[config.mk]
export PLATFORM = sky130hd
export DESIGN_NAME = delta_controller_input_loader
export DESIGN_NICKNAME = d
export VERILOG_FILES = /design/src/rtl/delta_controller_input_loader.sv
export SDC_FILE = /design/constraint.sdc
export NUM_CORES = 1
export LEC_CHECK = 0
export BUFFER_PORTS_ARGS = -buffer_cell sky130_fd_sc_hd__clkbuf_2
export CAP_MARGIN = 20
export CORE_MARGIN = 4
export CORE_UTILIZATION = 35
export DETAILED_ROUTE_END_ITERATION = 8
export GPL_TIMING_DRIVEN = 0
export PLACE_DENSITY = 0.69
export SLEW_MARGIN = 5
export SYNTH_ARGS = -nofsm -noshare
export SYNTH_HDL_FRONTEND = slang
export SYNTH_SLANG_ARGS = --single-unit
[constraint.sdc]
create_clock -name clock -period 2.2 [get_ports clock]
set_input_delay 0.22 -clock clock [delete_from_list [all_inputs] [get_ports clock]]
set_output_delay 0.22 -clock clock [all_outputs]
set_load 0.03 [all_outputs]
[src/rtl/delta_controller_input_loader.sv]
// DRAM-to-Input-SRAM loader: fetches 32-bit words from DRAM, packs four into a 128-bit line
// and writes the lines to Input SRAM in channel/row/column order.
module delta_controller_input_loader #(
  parameter int unsigned MAX_INPUT_CHANNEL = 256,
  parameter int unsigned MAX_FEATURE_SIZE  = 256,
  parameter int unsigned ELEMS_PER_LINE    = 8,
  localparam int unsigned IcW = $clog2(MAX_INPUT_CHANNEL),
  localparam int unsigned SzW = $clog2(MAX_FEATURE_SIZE)
) (
  input  logic           clock,
  input  logic           reset,
  input  logic           start,
  input  logic [IcW-1:0] IC_Num,
  input  logic [SzW-1:0] IRC_Size,
  input  logic [31:0]    input_start_address,
  output logic           DRAM_Read,
  output logic [31:0]    DRAM_Address,
  input  logic [31:0]    DRAM_ReadData,
  input  logic           DRAM_ReadDone,
  output logic [127:0]   Input_SRAM_w_d,
  output logic [31:0]    Input_SRAM_w_addr,
  output logic           Input_SRAM_w_en,
  input  logic           Input_SRAM_w_done,
  output logic           finished
);

  typedef enum logic [2:0] {StIdle, StCheck, StRd, StWr, StFinish} state_e;

  state_e         state_q, state_d;
  logic [IcW-1:0] ic_r_q, ic_r_d;
  logic [SzW-1:0] irc_r_q, irc_r_d;
  logic [SzW-1:0] col_q, col_d;
  logic [SzW-1:0] row_q, row_d;
  logic [IcW-1:0] ch_q, ch_d;
  logic [1:0]     k_q, k_d;
  logic [31:0]    dram_addr_q, dram_addr_d;
  logic [31:0]    sram_addr_q, sram_addr_d;
  logic [127:0]   line_q, line_d;

  logic [SzW-1:0] col_inc, row_inc;
  assign col_inc = col_q + SzW'(8);
  assign row_inc = row_q + SzW'(1);

  always_ff @(posedge clock or negedge reset) begin
    if (!reset) begin
      state_q     <= StIdle;
      ic_r_q      <= '0;
      irc_r_q     <= '0;
      col_q       <= '0;
      row_q       <= '0;
      ch_q        <= '0;
      k_q         <= '0;
      dram_addr_q <= '0;
      sram_addr_q <= '0;
      line_q      <= '0;
    end else begin
      state_q     <= state_d;
      ic_r_q      <= ic_r_d;
      irc_r_q     <= irc_r_d;
      col_q       <= col_d;
      row_q       <= row_d;
      ch_q        <= ch_d;
      k_q         <= k_d;
      dram_addr_q <= dram_addr_d;
      sram_addr_q <= sram_addr_d;
      line_q      <= line_d;
    end
  end

  always_comb begin
    state_d         = state_q;
    ic_r_d          = ic_r_q;
    irc_r_d         = irc_r_q;
    col_d           = col_q;
    row_d           = row_q;
    ch_d            = ch_q;
    k_d             = k_q;
    dram_addr_d     = dram_addr_q;
    sram_addr_d     = sram_addr_q;
    line_d          = line_q;
    DRAM_Read       = 1'b0;
    Input_SRAM_w_en = 1'b0;
    finished        = 1'b0;

    unique case (state_q)
      StIdle: begin
        if (start) begin
          // Sizes are rounded down to whole 8-element groups.
          ic_r_d      = IC_Num & ~IcW'(7);
          irc_r_d     = IRC_Size & ~SzW'(7);
          dram_addr_d = input_start_address;
          sram_addr_d = '0;
          col_d       = '0;
          row_d       = '0;
          ch_d        = '0;
          state_d     = StCheck;
        end
      end
      StCheck: begin
        if (ic_r_q == '0 || irc_r_q == '0 || ch_q == ic_r_q) begin
          state_d = StFinish;
        end else begin
          k_d     = '0;
          state_d = StRd;
        end
      end
      StRd: begin
        DRAM_Read = 1'b1;
        if (DRAM_ReadDone) begin
          for (int i = 0; i < 4; i++) begin
            if (k_q == 2'(i)) line_d[32*i +: 32] = DRAM_ReadData;
          end
          dram_addr_d = dram_addr_q + 32'd4;
          if (k_q == 2'd3) state_d = StWr;
          else             k_d     = k_q + 2'd1;
        end
      end
      StWr: begin
        Input_SRAM_w_en = 1'b1;
        if (Input_SRAM_w_done) begin
          sram_addr_d = sram_addr_q + ELEMS_PER_LINE;
          if (col_inc == irc_r_q) begin
            col_d = '0;
            if (row_inc == irc_r_q) begin
              row_d = '0;
              ch_d  = ch_q + IcW'(1);
            end else begin
              row_d = row_inc;
            end
          end else begin
            col_d = col_inc;
          end
          state_d = StCheck;
        end
      end
      StFinish: begin
        finished = 1'b1;
        state_d  = StIdle;
      end
      default: state_d = StIdle;
    endcase
  end

  assign DRAM_Address      = dram_addr_q;
  assign Input_SRAM_w_addr = sram_addr_q;
  assign Input_SRAM_w_d    = line_q;

endmodule

==> summary by stage, run 1 <==
Status
The flow ran to the end, and the final reports show no timing, DRC or antenna violations.

Setup path
The required time of the critical path is 2.64 ns. STA classifies the critical path startpoint as a register. The number of buffer and inverter instances along the worst setup path is 0. The slack of the worst reg-to-reg path is 0.04 ns. The most critical setup path has its endpoint at ch_q[5]. STA classifies the critical path endpoint as a register. The worst setup path is of the reg2reg kind. The cell with the largest stage delay on the worst path is or4b_1. In this design, the largest share of critical-path delay is due to simple AND/OR/NAND/NOR gates.

For the worst setup path, the data arrival time is 2.60 ns. The maximum fanout along the worst path is 5. The reg-to-reg critical path endpoint is ch_q[5]. In this run the number of cells on the critical path is 7. The maximum single-stage delay on the critical path is 0.50 ns. The signal on the critical path passes through ha_4, or2b_1, a32oi_2, o2111ai_4, a21o_1, or4b_1, nand3_1.

The cell depth of the worst flop-to-flop path is 7. The launch instance of the worst register-to-register path is col_q[4]. The source of the critical timing path is col_q[4].

Cells and area
The area taken by flip-flops and latches is 5640 um^2. Cells with a size suffix above 1 make up 43.0% of the layout. The count of filler cells inserted in the layout is 2615. The library cell used most frequently in the layout, excluding fill and tap cells, is clkbuf_2. The net count of the finished layout is 1391. Relative to the synthesized area, the layout overhead comes to 37.4%. Leaving out fill and tap cells, the most frequent cells in the layout are 274 x clkbuf_2, 220 x dfrtp_1, 139 x mux2_2, 67 x nand2_1, 61 x dlygate4sd3_1. The multi-input combinational cells in the finished layout cover a total of 4600 um^2.

Logic synthesis
The sequential cell area fraction in the yosys report is 54.6%. The share of async-settable or async-resettable flops after synthesis is 100%. The cell area that synthesis handed to floorplanning was 10300 um^2.

The top cell type by total area after synthesis is dfrtp_1. The synthesis warning total is 0. In the post-synthesis netlist, the biggest area contributors are dfrtp_1 55%, mux2_2 15%, o21ai_0 2.6%. In this run, synthesis produced a sequential element count of 225. Counting flops with a built-in enable in the synthesized netlist gives 0. After synthesis, the largest area contributor takes up 54.6% of total cell area. Counting every instance in the synthesized netlist gives 905. The flip-flop cell with the highest count after synthesis is dfrtp_1. The post-synthesis area per instance is 11.4 um^2. The number of different library cells in the post-synthesis netlist is 69.

Placed design
The worst slack at placement is -0.604 ns. Buffers placed on the I/O ports in this run total 270. At the end of routability-driven placement, the weighted congestion stood at 0.883. The wire-length estimate of the detail-placed layout is 20500 um.

Detailed routing
The number of design-rule violations left by the first detailed-router iteration is 458. The routed design has 29600 um of wire. Routed signal wires occupy layers up through met5. The met1 wire length is 12300 um. In the detailed route, the total length drawn on met2 is 14900 um.

In the detailed route, the total length drawn on met3 is 1590 um. The iteration count of the initial detailed-routing pass is 5. The detail route stage leaves a number of antenna-violating nets equal to 0. After detailed routing, the number of remaining DRC violations is 0. Using the TritonRoute via totals, the vias-per-cell ratio works out to 5.18.

The vias after detailed routing is 8777. After detailed routing, the average wire length per cell comes to 17.5 um.

Die
The starting density of the core is 35.7%. After floorplanning, the core was sized to cover 28900 um^2. The initialized floorplan defines 62 standard-cell rows. Measured along the y axis, the die boundary spans 180 um. The horizontal extent of the die is 180 um. The die covers 32300 um^2.

The number of top-level pins is 280.

Timing
Measured against its own limit, the worst slew margin works out to 59.2%. Hold is met by 0.0295 ns. For the pin with the worst max-slew slack, the measured transition is 0.613 ns. The worst path needs 2.16 ns of the cycle, external delays included. The achievable frequency is 0.464 GHz. The number of failing hold endpoints at the final stage is 0.

Setup repair after global routing could not meet its margin everywhere. The least setup slack across all paths after layout is 0.0429 ns. The final cycle utilization of the critical path is 98.0%. For the final database, setup skew stands at 0.0213 ns.

The setup-violating endpoint count in the final report is 0. The number of slew-limit violations in the final report is 0.

GRT
The number of antenna violations at the first check in global routing came to 2. The first global-routing pass estimated 48000 um of wire. The number of global-route vias before repair is 8891. Entering global routing, the biggest net connects 84 pins. Global routing finished with a remaining overflow of 0. Across every metal layer, demand over resource in global routing totals 17.7%.

Clock tree
The clock tree from TritonCTS is done. Counting the buffers created by CTS gives 26. The clock transition at the register clock pins on the worst setup and hold paths after CTS is 0.06 ns. The clock tree root driver cell is clkbuf_16. The clock passes through at most 3 buffers. CTS saw 225 sinks. The deepest level of the CTS H-tree is 1. At the later pin of the worst-skew pair, clock insertion delay measures 0.52 ns.

Power
The worst voltage drop across the vdd grid is 0.000526 V. Power spread over the standard cell area amounts to 1440 nW/um^2. The leakage power of the design is 0.00673 uW.

Hold path
The path class of the lowest-slack min-delay path is in2reg.

Run
The count of max-cap constraint violations is 0.
## layer usage
metal  global-route usage (%)  up-vias
met3                     3.17       70
li1                         -     4054
met1                     22.6     4342
met2                     30.3      309
met5                        0        -
met4                     6.25        2
## registers in the layout (all words and copies together) (netlist names)
name / flops
Input_SRAM_w_addr: 29
irc_r_q: 5
ch_q: 8
k_q: 2
ic_r_q: 5
Input_SRAM_w_d: 128
state_q: 3
row_q: 8
DRAM_Address: 32
col_q: 5
## final cells by class
cell class              count  area share, %
diodes                      1         0.0177
plain buffers              46           2.16
clock buffers              33           5.07
clock inverters             9          0.521
inverters                  16          0.459
multi-input cells         616           32.5
flip-flops and latches    225           39.8
well taps                 384           3.39
repair buffers            365           16.1
## tightest hold or removal path, delay by kind of cell
kind,cells,cell delay (ns)
AOI/OAI and AO/OA,2,0.21
buffers and inverters,1,0.08
## worst min path at each step
stage | startpoint | endpoint | slack [ns] | cells past startpoint
after global routing | DRAM_ReadData[8] | Input_SRAM_w_d[104] | 0.01 | 2
after detailed placement | reset | Input_SRAM_w_d[84] | 0.26 | 1
after global placement | input_start_address[0] | DRAM_Address[0] | 0.45 | 2
final | input_start_address[21] | DRAM_Address[21] | 0.03 | 3
after floorplan | reset | DRAM_Address[0] | -0.08 | 0
after CTS | input_start_address[15] | DRAM_Address[15] | 0.002 | 3
## through the flow
stage	util, %	cells	instance area (um^2)	total power [uW]	setup TNS, ns
after floorplan	-	907	10300	12800	-0.0775
after global placement	42.1	1561	12200	15400	-860.10
after detailed placement	42.3	1563	12200	15600	-46.07
after CTS	48.2	1684	13900	20200	-0.0715
after global routing	49.1	1695	14200	21500	-0.182
final	49.1	1695	14200	20400	0
## logic make-up (layout without fill, tap and decap cells)
| family | after synthesis | count (layout) | synth area share [%] |
|---|---|---|---|
| AO/OA/AOI/OAI | 170 | 170 | 10.1 |
| AND/OR/NAND/NOR | 260 | 260 | 12.7 |
| adder cells (fa/ha/maj) | 10 | 10 | 1.21 |
| buffers and inverters | 66 | 469 | 3.22 |
| flip-flops | 225 | 225 | 54.6 |
| other | 1 | 4 | 0.0364 |
| multiplexers | 141 | 141 | 15.4 |
| XOR/XNOR | 32 | 32 | 2.72 |
## power breakdown
group / switching (uW) / total [uW] / leakage, uW / internal, uW
Sequential: 1220 / 6890 / 0.00285 / 5670
Clock: 1640 / 4030 / 0.000397 / 2400
Combinational: 6010 / 9440 / 0.00349 / 3430
## cells in the mapped netlist (all sizes together), types with 4 or more instances
master and count:
nand4 15, xor2 20, a21o 4, or3 7, o31ai 4, a2bb2oi 6
nor3 14, inv 16, buf 29, mux2 139, nor3b 4, clkbuf 19
dfrtp 225, o21ai 54, nand3 48, nand2 70, and3 19, ha 10
a21oi 50, o22ai 15, a31oi 7, xnor2 12, and4 6, nor2 56
## what timing repair did
| item | in CTS | in global routing |
|---|---|---|
| resized for setup | 44 | 49 |
| hold endpoints to repair | 209 | 0 |
| hold buffers | 61 | 0 |
| setup buffers | 20 | 12 |
| pin swaps | 12 | 16 |
| setup endpoints to repair | 203 | 55 |
(Power assumes the default switching activity.)
==> run 2: changes to the inputs <==
Settings changed: RECOVER_POWER set to 50.
==> run 2 against run 1 <==
Net effect: the run now ends with max-capacitance violations, max-slew violations left; cell count unchanged; flip-flop and latch count did not move; power shrank 0.91%; final area shrank 0.98%; register-to-register slack barely moved; clock power about the same; clock-buffer cell count is the same; largest power group unchanged.
==> summary by stage, run 2 (synthesized netlist as in run 1, its figures left out) <==
GRT
The number of antenna violations at the first check in global routing is 2. The maximum number of pins on one net before global-route repair is 84. The fraction of met3 tracks used by global routing is 3.17%.

met2 is the most crowded layer. The number of global-route vias before repair is 8891. Global routing finished with a remaining overflow of 0.

Global routing used 30.3% of the available met2 tracks. For this run, the total global-route usage over all layers was measured as 17.7%. The first-pass GRT wire length is 48000 um. In the global route stage, met1 resource usage came out at 22.6%.

Die
The floorplan has 62 rows. The die height is 180 um. The die covers 32300 um^2. The area of the core region is 28900 um^2. The horizontal extent of the die is 180 um.

The number of top-level pins is 280. Once the floorplan was initialized, standard cells occupied 35.7% of the core.

Setup path
Of all nets on the critical path, the largest fanout is 4. The endpoint kind of the worst setup timing path is a register. The number of buffer and inverter instances along the worst setup path is 1. The critical path class is reg2reg.

On the worst path, the slowest cell contributes a delay of 0.43 ns. The worst setup path is launched from a register. The critical path crosses 7 cells after its start point. STA puts the critical path data arrival time at 2.58 ns. Measured in cells, the most critical reg-to-reg path has a length of 7. Traced cell by cell, the critical path runs through nand3_1, nor3_2, o2111ai_1, a31o_2, buf_4, or3_1, o221ai_1. The cell family contributing the most delay on the critical path is simple AND/OR/NAND/NOR gates.

Data on the critical path is required at its endpoint by 2.62 ns. The slowest stage of the critical path belongs to the cell dfrtp_1.

Clock tree
The clock transition at the register clock pins on the worst setup and hold paths after CTS is 0.06 ns. The clock tree buffer depth is 3. The cell sitting at the root of the clock tree is a clkbuf_16. Clock tree synthesis found a total of 225 sinks.

The number of clock buffers inserted by TritonCTS is 26. In this run the number of H-tree levels came out at 1. The clock reaches the later pin of the worst-skew pair after 0.52 ns. The clock tree from TritonCTS is done.

Power
The worst-case IR drop observed on VDD is 0.000527 V. The switching power summed over all nets is 8870 uW. The internal portion of the total power is 11300 uW. The ratio of total power to cell area is 1440 nW/um^2. Per report_power, the clock group accounts for 20.0% of the total.

The leakage power of the design is 0.00643 uW. The switching share of total power is 43.9%. After layout, the design draws a total of 20200 uW. Combinational logic burns 45.8% of the power.

Sequential cells burn 34.1% of the power.

Cells and area
The most common library cell in the layout ignoring fill and taps is dfrtp_1. Compared with the post-synthesis result, the final layout area differs by 36.0%. The flip-flop count of the largest register, all copies and words added is 128. The number of nets in the layout is 1391. Leaving out fill and tap cells, the most frequent cells in the layout are 220 x dfrtp_1, 183 x clkbuf_2, 139 x mux2_2, 107 x clkbuf_1, 67 x nand2_1. The finished layout holds 1695 standard cells, fillers aside.

Of the cells placed in the final design, the portion with a size suffix greater than 1 is 36.0%.

Timing
At the pin with the least slew margin, the transition time is 1.61 ns. The setup TNS after final layout is 0 ns. Setup repair after global routing could not meet its margin everywhere. The final cycle utilization of the critical path is 98.4%. The number of slew-limit violations in the final report is 63.

The least setup slack across all paths after layout is 0.0351 ns. The worst pin sits at a relative slew slack of -7.35%. The worst-case clock skew is 0.0230 ns. Static timing analysis puts the maximum clock frequency at 0.462 GHz.

The worst path needs 2.16 ns of the cycle, external delays included. The number of failing hold endpoints at the final stage was 0. Setup violations remaining at the end of the flow were counted as 0.

Status
The flow ran to the end, but the final reports show violations. The final reports fail on max-capacitance violations, max-slew violations.

Hold path
Counting instances, the worst hold path has a depth of 3. The worst hold path belongs to the class in2reg.

Placed design
The placed wire-length estimate after detailed placement is 20500 um. The final weighted congestion of routability-driven global placement is 0.883. The worst slack at placement is -0.604 ns.

The number of placed instances with taps included is 1563. The number of port buffers is 270.

Detailed routing
The count of nets left with antenna violations once routing finished came out at 0. The total length of routed wires is 29700 um. The number of design-rule violations left by the first detailed-router iteration is 480. The post-detailed-route wirelength per cell is 17.5 um.

The iteration count of the initial detailed-routing pass is 5. In the routed design, unresolved DRC markers number 0. In the routed layout, each cell is associated on average with a via count of 5.15. For this block, the via count after detailed routing is 8734.

Run
Max-cap violations in this run came to 1.
==> run 2: cell counts in the layout (fill, tap and decap cells not counted) <==
Identical to the previous run, type by type.
==> run 2: layer usage <==
layer  wire length [um]  up-vias
met5                 12        -
met4                964        2
met3               1600       73
met2              14800      299
met1              12300     4313
li1                   -     4047
==> run 2: cell type report <==
cell class / count / area [um^2]
sequential: 225 / 5640
tap: 384 / 480
inverter: 16 / 65.1
timing repair buffer: 365 / 2140
antenna: 1 / 2.50
clock buffer: 33 / 718
buffer: 46 / 307
clock inverter: 9 / 73.8
multi-input combinational: 616 / 4600
fill: 2661 / 14800
==> run 2: path summary, 6_finish.rpt <==
kind / to / from / slack [ns]
worst min-delay path: DRAM_Address[15] / input_start_address[15] / 0.03
worst max-delay path: ch_q[6] / row_q[0] / 0.04
worst min register to register: Input_SRAM_w_d[24] / Input_SRAM_w_d[24] / 0.50
max in group asynchronous: ic_r_q[4] / reset / 0.33
worst max register to register: ch_q[6] / row_q[0] / 0.04
min in group asynchronous: Input_SRAM_w_d[84] / reset / 0.65
==> run 2: worst register-to-register path, delay by kind of cell (launching register included) <==
| family | cells | cell delay [ns] |
|---|---|---|
| flip-flops | 1 | 0.43 |
| buffers and inverters | 1 | 0.16 |
| AO/OA/AOI/OAI | 3 | 0.72 |
| AND/OR/NAND/NOR | 3 | 0.75 |
==> run 2: timing repair <==
action / in CTS / in global routing
endpoints found under the hold margin: 209 / 0
buffers inserted: 20 / 12
pin swaps: 12 / 16
resized for setup: 44 / 49
gates cloned: 0 / 0
hold buffers: 61 / 0
setup endpoints to repair: 203 / 55
==> run 2: power by group through the flow <==
stage | Clock (uW) | Combinational [uW] | Sequential, uW
after CTS | 4160 | 9160 | 6840
after global placement | 0 | 8570 | 6830
final | 4040 | 9250 | 6890
after detailed placement | 0 | 8710 | 6900
after global routing | 4340 | 9900 | 7100
after floorplan | 0 | 3510 | 9250
==> run 2: stage by stage <==
stage                     hold WS [ns]  cell area (um^2)  utilization, %
after global routing            0.0121             14000            48.6
after global placement           0.454             12200            42.1
after CTS                      0.00248             13900            48.2
after detailed placement         0.259             12200            42.3
final                           0.0272             14000            48.6
after floorplan                -0.0756             10300               -
==> run 3: changes to the inputs <==
Settings changed: CORE_MARGIN 4 to 2.
==> run 3 against run 2 <==
Net effect: the run now ends clean; worst hold slack got worse by 0.0060 ns; flip-flop and latch count did not move; non-clock buffer count fell by 3; global-route usage rose by 0.66 points; largest power group unchanged; sequential power barely moved; first-iteration DRC count fell by 1.5%; clock skew fell by 0.015 ns; register-to-register slack barely moved; highest routed layer is now met4; sequential share of layout area rose by 0.48 points; power fell by 1.3%; final area fell by 1.2%; critical path depth rose by 2.
==> summary by stage, run 3 (synthesized netlist as in run 1, its figures left out) <==
Status
The run finished with clean final reports.

Detailed routing
The iteration count of the initial detailed-routing pass is 5. The count of nets left with antenna violations after detail routing is 0. After detailed routing, the average wire length per cell comes to 17.5 um. The total length of routed wires is 29500 um.

The detailed router finished its first iteration with 473 violations. In the routed design, unresolved DRC markers number 0. The final route contains 8721 vias. In the routed layout, each cell is associated on average with a via count of 5.16.

Die
After floorplanning, the core was divided into 62 placement rows. The die height is 176 um. The area of the die is 30800 um^2. 280 I/O pins were placed.

Measured along the x axis, the die boundary spans 176 um. The starting density of the core is 35.7%. The area of the core region is 28900 um^2.

Placed design
The congestion estimate from routability-driven global placement came to 0.858. During placement, the flow inserted port buffers numbering 270. The placement-stage cell area is 12200 um^2. The placed wire-length estimate after detailed placement is 20200 um.

Setup path
In this design, the stage delay of the slowest critical-path cell is 0.41 ns. The critical path class is reg2reg. The critical path's most frequent cell is buf_6.

Walking the worst path, the cells encountered are ha_4, or2b_1, a32oi_2, o2111ai_4, buf_6, nor3_4, buf_6, and3_4, a21o_1. The endpoint kind of the worst setup timing path is a register. The data arrival time at the worst-slack endpoint is 2.63 ns.

The maximum fanout along the worst path is 8. The required time of the critical path is 2.66 ns. The critical path contains buffers and inverters numbering 2 combined. In this run the number of cells on the critical path is 9.

STA classifies the critical path startpoint as a register. Counting cells, the worst reg-to-reg path comes to 9. The slowest stage of the critical path is the dfrtp_1 cell.

The cell family contributing the most delay on the critical path is simple AND/OR/NAND/NOR gates.

Hold path
The worst hold path passes through 3 cells. The path class of the tightest hold or removal check is in2reg.

Power
The portion of total power attributed to the clock network is 19.5%. The portion of total power attributed to sequential cells is 34.5%. The internal power of the cells totals 11000 uW. VDD sags by at most 0.000726 V. The switching share of total power is 44.6%. The share of total power dissipated in combinational logic is 46.0%. The leakage power of the design is 0.00610 uW. For this design the total switching power over the nets is 8890 uW. Dividing total power by cell area gives a power density of 1440 nW/um^2. Summing internal, switching and leakage power gives 19900 uW.

Timing
The transition at the pin with the smallest max-transition slack is 0.945 ns. Setup repair after global routing could not meet its margin everywhere. The achievable frequency is 0.460 GHz. The number of failing hold endpoints at the final stage was 0.

On the final layout, the worst clock skew is 0.00758 ns. The shortest period the worst path allows is 2.17 ns. Dividing the final minimum period by the clock period gives 98.8%.

The setup-violating endpoint count in the final report is 0. The number of slew-limit violations in the final report is 0. In this run the tightest slew margin relative to its limit is 37.0%.

Cells and area
The growth of design area from synthesis to finish is 34.4%. The library cells used most frequently in the layout, excluding fill and tap cells, are 221 x dfrtp_1, 207 x clkbuf_1, 139 x mux2_2, 84 x clkbuf_2, 65 x nand2_1. The flip-flop count of the largest register, all copies and words added is 128.

The post-route cell area is 13900 um^2. Of the cells placed in the final design, the portion with a size suffix greater than 1 is 28.8%. The repair_antennas step left the layout with diodes totalling 0.

The number of nets in the layout is 1387. The library cell used most frequently in the layout, excluding fill and tap cells, is dfrtp_1.

GRT
The first-pass GRT wire length is 46100 um. The total routing resource utilization after global routing is 18.3%. The number of antenna violations at the first check in global routing is 0.

The number of global-route vias before repair is 8654. Entering global routing, the biggest net connects 106 pins. The aggregate global routing overflow is 0.

Clock tree
Buffers inserted during clock tree synthesis total 25. The total clock sinks is 225. Clock tree synthesis selected as its root buffer the cell clkbuf_16. In this run the deepest clock path goes through 3 buffers. The clock transition at the register clock pins on the worst setup and hold paths after CTS is 0.06 ns.

TritonCTS built the clock tree. The clock latency reported for the late side of the worst-skew pair is 0.52 ns. In this run the number of H-tree levels came out at 1.

Run
The count of max-cap constraint violations is 0.
run 3: cell types whose count changed in the layout (fill, tap and decap cells not counted), moves of 3 or more:
cell           delta
o311ai_1          -3
buf_2             +4
buf_6             +3
clkbuf_2         -99
clkinv_2          -4
clkbuf_8          +3
dlygate4sd3_1     -9
clkbuf_1        +100
run 3: worst paths after layout:
kind	end	from	slack (ns)
worst max-delay path	ch_q[0]	col_q[3]	0.03
worst min-delay path	DRAM_Address[2]	input_start_address[2]	0.02
worst max register to register	ch_q[0]	col_q[3]	0.03
worst min register to register	Input_SRAM_w_d[112]	Input_SRAM_w_d[112]	0.50
max in group asynchronous	Input_SRAM_w_d[42]	reset	0.32
min in group asynchronous	Input_SRAM_w_d[25]	reset	0.24
run 3: power groups by stage:
stage	registers, uW	clock network [uW]	logic, uW
finish	6870	3880	9170
global route	7090	4160	9850
CTS	6820	3990	9220
detailed placement	6870	0	8740
global placement	6790	0	8560
floorplan	9250	0	3510
run 3: area by class of cell:
class	instances	area, um^2
fill	2744	15000
clock buffer	39	728
inverter	16	65.1
buffer	47	318
multi-input combinational	616	4630
tap	384	480
sequential	225	5640
timing repair buffer	361	1980
clock inverter	3	15.0
run 3: timing repair:
action                                  4_1_cts  5_1_grt
pin swaps                                    12       28
buffers inserted                             15       22
hold buffers                                 52        0
endpoints found under the setup margin      200       83
hold endpoints to repair                    199        0
resized for setup                            50       48
run 3: per-layer routing:
layer	up-vias	routed length (um)	global-route usage, %
li1	4033	-	-
met1	4342	12300	23.6
met2	273	14700	31.6
met3	73	1570	2.86
met4	0	861	6.16
met5	-	0	0
run 3: worst register-to-register path: stages, from the launching register on:
cell and delay (ns):
dfrtp_1 0.41, ha_4 0.19, or2b_1 0.23, a32oi_2 0.26, o2111ai_4 0.18, buf_6 0.17, nor3_4 0.25, buf_6 0.19
and3_4 0.18, a21o_1 0.07
run 3: per-stage QoR:
stage                     instances  TNS [ns]  worst slack [ns]  utilization, %  hold WS, ns
final                          1691         0            0.0270            48.0       0.0212
after global routing           1691    -0.680           -0.0827            48.0       0.0163
after CTS                      1670   -0.0287           -0.0190            47.7     0.000201
after detailed placement       1563    -48.49            -0.649            42.3        0.264
after global placement         1561   -879.01             -4.18            42.1        0.435
after floorplan                 907   -0.0775           -0.0317               -      -0.0756
